==> src/rtl/fifo_stream_reader_if.sv <==
// FIFO read port plus valid/ready output stream of the FIFO stream reader.
// The master side is the reader; the slave side is the FIFO and the downstream sink.
interface fifo_stream_reader_if #(
  parameter int DW = 8
);
  logic          fifo_empty;
  logic [DW-1:0] fifo_data;
  logic          fifo_ren;
  logic          m_valid;
  logic          m_ready;
  logic [DW-1:0] m_data;
  logic          m_last;

  modport master (
    input  fifo_empty, fifo_data, m_ready,
    output fifo_ren, m_valid, m_data, m_last
  );

  modport slave (
    output fifo_empty, fifo_data, m_ready,
    input  fifo_ren, m_valid, m_data, m_last
  );
endinterface

==> src/rtl/fifo_stream_reader.sv <==
// Drains a one-cycle-latency synchronous FIFO into a valid/ready stream through a
// 3-entry skid buffer and frames the words into packets of PKT_LEN beats.
module fifo_stream_reader #(
  parameter int DW      = 8,
  parameter int PKT_LEN = 4
) (
  input  logic                 clk,
  input  logic                 rst_n,
  input  logic                 en,
  output logic                 busy,
  fifo_stream_reader_if.master bus
);

  localparam logic [7:0] LAST_BEAT = 8'(PKT_LEN - 1);

  logic [DW-1:0] r_mem [3];
  logic [1:0]    r_head;
  logic [1:0]    r_tail;
  logic [1:0]    r_occ;
  logic          r_inflight;
  logic          r_run;
  logic [7:0]    r_beat;

  logic          w_valid;
  logic          w_pop;
  logic          w_last;
  logic          w_ren;
  logic [2:0]    w_fill;

  function automatic logic [1:0] ptr_inc(input logic [1:0] p);
    return (p == 2'd2) ? 2'd0 : p + 2'd1;
  endfunction

  // Reads are budgeted against buffered plus in-flight words, so a capture always
  // finds a free slot and m_ready never reaches fifo_ren.
  always_comb begin
    w_fill  = {1'b0, r_occ} + {2'b00, r_inflight};
    w_valid = (r_occ != 2'd0);
    w_pop   = w_valid && bus.m_ready;
    w_last  = w_valid && (r_beat == LAST_BEAT);
    w_ren   = r_run && en && !bus.fifo_empty && (w_fill < 3'd3);
  end

  assign bus.fifo_ren = w_ren;
  assign bus.m_valid  = w_valid;
  assign bus.m_data   = w_valid ? r_mem[r_head] : '0;
  assign bus.m_last   = w_last;
  assign busy         = w_valid || r_inflight;

  // r_run keeps fifo_ren low while reset is asserted and for the first edge after it.
  always_ff @(posedge clk or negedge rst_n) begin
    if (!rst_n) begin
      r_run      <= 1'b0;
      r_inflight <= 1'b0;
      r_occ      <= '0;
      r_head     <= '0;
      r_tail     <= '0;
      r_beat     <= '0;
      for (int unsigned i = 0; i < 3; i++) begin
        r_mem[i] <= '0;
      end
    end else begin
      r_run      <= 1'b1;
      r_inflight <= w_ren;

      if (r_inflight) begin
        r_mem[r_tail] <= bus.fifo_data;
        r_tail        <= ptr_inc(r_tail);
      end

      if (w_pop) begin
        r_head <= ptr_inc(r_head);
        r_beat <= w_last ? '0 : r_beat + 8'd1;
      end

      if (r_inflight && !w_pop) begin
        r_occ <= r_occ + 2'd1;
      end else if (!r_inflight && w_pop) begin
        r_occ <= r_occ - 2'd1;
      end
    end
  end

endmodule

==> src/flat_wrapper.sv <==
// flat-port wrapper written by rule: the top's interface ports become plain ports
module fifo_stream_reader_flat 
#(
  parameter int DW      = 8,
  parameter int PKT_LEN = 4
)
  (clk, rst_n, en, busy, bus_fifo_empty, bus_fifo_data, bus_m_ready, bus_fifo_ren, bus_m_valid, bus_m_data, bus_m_last);
  fifo_stream_reader_if #(.DW(DW)) bus_i ();
  input  logic clk;
  input  logic rst_n;
  input  logic en;
  output logic busy;
  input wire logic [$bits(bus_i.fifo_empty)-1:0] bus_fifo_empty;
  input wire logic [$bits(bus_i.fifo_data)-1:0] bus_fifo_data;
  input wire logic [$bits(bus_i.m_ready)-1:0] bus_m_ready;
  output wire logic [$bits(bus_i.fifo_ren)-1:0] bus_fifo_ren;
  output wire logic [$bits(bus_i.m_valid)-1:0] bus_m_valid;
  output wire logic [$bits(bus_i.m_data)-1:0] bus_m_data;
  output wire logic [$bits(bus_i.m_last)-1:0] bus_m_last;
  assign bus_i.fifo_empty = bus_fifo_empty;
  assign bus_i.fifo_data = bus_fifo_data;
  assign bus_i.m_ready = bus_m_ready;
  assign bus_fifo_ren = bus_i.fifo_ren;
  assign bus_m_valid = bus_i.m_valid;
  assign bus_m_data = bus_i.m_data;
  assign bus_m_last = bus_i.m_last;
  fifo_stream_reader #(.DW(DW), .PKT_LEN(PKT_LEN)) u_core (.clk(clk), .rst_n(rst_n), .en(en), .busy(busy), .bus(bus_i));
endmodule
==> config.mk <==
export PLATFORM = sky130hd
export DESIGN_NAME = fifo_stream_reader_flat
export DESIGN_NICKNAME = d
export VERILOG_FILES = /design/src/rtl/fifo_stream_reader_if.sv /design/src/rtl/fifo_stream_reader.sv /design/src/flat_wrapper.sv
export SDC_FILE = /design/constraint.sdc
export NUM_CORES = 1
export LEC_CHECK = 0
export CORE_UTILIZATION = 40
export DETAILED_ROUTE_END_ITERATION = 12
export SLEW_MARGIN = 15
export SYNTH_ARGS = -nofsm -noshare
export SYNTH_HDL_FRONTEND = slang
export SYNTH_SLANG_ARGS = --single-unit
==> constraint.sdc <==
create_clock -name clk -period 1.3 [get_ports clk]
set_input_delay 0.195 -clock clk [delete_from_list [all_inputs] [get_ports clk]]
set_output_delay 0.195 -clock clk [all_outputs]
set_load 0.02 [all_outputs]
==> flow_summary_export.csv <==
group,metric,value,unit
grt,antenna_found_initial,0,
die,die_width,70.2,um
setup_path,r2r-start,"u_core.r_inflight",
layout,fillers,313,
grt,grt.overflow.total,0,
clocking,cts_sinks,40,
synth,synth_area,1860,um2
route,drt-total-wl,4.42,mm
placement,port-buffer-count,24,
synth,ys_types,32,
synth,synth_edf_count,0,
setup_path,path_class,"reg2out",
clocking,clk_path_buf_depth,2,
die,core-area,4410,um2
worst_hold_path,hp-class,"in2async",
setup_path,reg2reg_depth,9,
status,status,"finished, violations left",
timing,fin_crit_sh,139,%
timing,finalSetupViolCount,50,
layout,fin_util,67.7,%
timing,finalMaxSlewViolations,0,
synth,netlist.area_leader.share,53.8,%
setup_path,end_kind,"primary output",
route,wl_per_cell,15.6,um
pwr,p_leak,0.00137,uW
synth,yosys_warnings,0,
layout,finalNetCount,250,
timing,fin_ws,-504,ps
grt,grt_pass1_vias,1564,
setup_path,arrival,1610,ps
setup_path,cp_data_required_time,1110,ps
layout,diodes,0,
clocking,root_buffer,"clkbuf_8",
clocking,path_clk_slew,70,ps
placement,hpwl,2.97,mm
die,num_rows,24,
layout,final_cell_mix,"40 x dfrtp_1, 32 x buf_4, 28 x buf_6, 16 x mux2_2, 12 x nand2_1",
synth,synth_seq_area_share,53.8,%
synth,synthCells,154,
clocking,h-tree-depth,2,
timing,hold_ws,353,ps
timing,hold_viol,0,
route,drtAntennaViolNets,0,
clocking,cts_tree,"built",
die,ioPinCount,25,
synth,yosys_register_bits,40,
die,initial_core_util,42.2,%
setup_path,r2r_slack,-420,ps
status,violations,"setup timing",
grt,grt_usage,19.4,%
layout,drive_above_1_share,58.4,%
timing,period_minus_slack,1800,ps
timing,final.setup_skew,4.64,ps
die,die_y,70.2,um
synth,syn_area_per_cell,12.1,um2
job,maxCapViolations,0,
timing,fmax,0.554,GHz
route,drt-pass1-iter-count,4,
clocking,numCtsBuffers,5,
synth,ys_top_cells_by_area,"dfrtp_1 54%, mux2_2 15%, mux2i_1 4.3%",
route,vias_per_cell,4.99,
layout,final_common_cell,"dfrtp_1",
placement,place_congestion,0.708,
setup_path,setup.worst_path.start,"u_core.r_inflight",
route,drtIter0Drc,57,
synth,ys_async_sr_fraction,100,%
timing,grt_setup_unrepaired,"true",
clocking,clkLatencyLatePin,280,ps
synth,synth_nets,171,
layout,area_growth,60.5,%
setup_path,crit_path_max_fanout,2,
route,via_count,1411,
synth,synth_top_cell_by_area,"dfrtp_1",
grt,grt_max_degree,27,
setup_path,rr_endpoint,"u_core.r_mem[20]",
pwr,vdd_drop_max,1.11,mV
route,drc,0,
setup_path,crit_path_start_kind,"flip-flop",
die,die_area,4930,um2
pwr,power_density,2340,nW/um2
synth,synth_flop_cell,"dfrtp_1",
grt,grt_first_pass_wirelength,7.36,mm
worst max-delay path, cell delays in order, from the launching register on:
cell and delay (ps):
dfrtp_1 400, ha_2 200, ha_4 220, a2111oi_4 300
buf_4 200
how the worst max path moves through the flow:
stage          cells after the start            to  slack, ps
6_report                           4  bus_fifo_ren       -500
5_1_grt                            4  bus_fifo_ren       -560
4_1_cts                            4  bus_fifo_ren       -490
3_5_place_dp                       4  bus_fifo_ren       -650
3_3_place_gp                       4  bus_fifo_ren       -610
2_1_floorplan                      3  bus_fifo_ren       -130
cells in the mapped netlist (all sizes together), types with 2 or more instances:
library cell,instances
nor2b,2
clkbuf,4
a21oi,8
mux2i,8
nor3,4
mux2,25
a21o,4
xnor2,4
nor2,4
o21ai,3
dfrtp,40
ha,4
inv,3
xor2,4
nand2,15
or2,8
buf,2
routing by layer:
metal  vias up  share of wire, %  GRT usage (%)
met2        23                52           33.2
li1        692                 -              -
met5         -                 0              0
met1       692                44           24.2
met3         4               3.5           4.04
met4         0              0.81           6.67
flip-flops by register name, indices dropped and copies added (netlist names):
name / count
u_core.r_occ: 2
u_core.r_run: 1
u_core.r_head: 2
u_core.r_mem: 24
u_core.r_tail: 2
u_core.r_beat: 8
u_core.r_inflight: 1
area by class of cell:
cell class                      instances  area (um2)  share of cell area [%]
Clock buffer                            5        68.8                    2.30
Sequential cell                        40        1000                    33.5
Inverter                                3        13.8                   0.461
Timing Repair Buffer                   78         776                    26.0
Tap cell                               52        65.1                    2.18
Multi-Input combinational cell        105        1060                    35.6
stage by stage:
stage / instances / TNS [ps] / power, uW / area, um2 / worst slack, ps
6_report: 283 / -16130 / 6980 / 2990 / -504
2_1_floorplan: 154 / -842 / 4200 / 2000 / -134
5_1_grt: 283 / -18290 / 7400 / 2990 / -555
4_1_cts: 276 / -13640 / 6690 / 2830 / -485
3_5_place_dp: 259 / -9920 / 5550 / 2570 / -646
3_3_place_gp: 259 / -8670 / 5450 / 2570 / -608
logic make-up after synthesis:
| family | Yosys count | synth area share, % |
|---|---|---|
| buffers and inverters | 9 | 2.42 |
| adders and majority gates | 4 | 2.69 |
| muxes | 33 | 19.4 |
| and+or+nand+nor | 39 | 10.6 |
| DFF | 40 | 53.8 |
| AOI/OAI and AO/OA | 20 | 7.12 |
| xor gates and xnor gates | 8 | 3.76 |
| other | 1 | 0.201 |
report_power, final:
part,switching (uW),total (uW),internal [uW]
clock network,382,728,346
logic,1730,4200,2460
registers,302,2060,1760
total,2420,6980,4560
repair_timing:
item | in CTS | in global routing
hold buffers | 1 | 0
resized for setup | 95 | 30
hold endpoints to repair | 14 | 0
pin swaps | 21 | 12
buffers inserted | 12 | 8
setup endpoints to repair | 30 | 50
(Power assumes the default switching activity.)
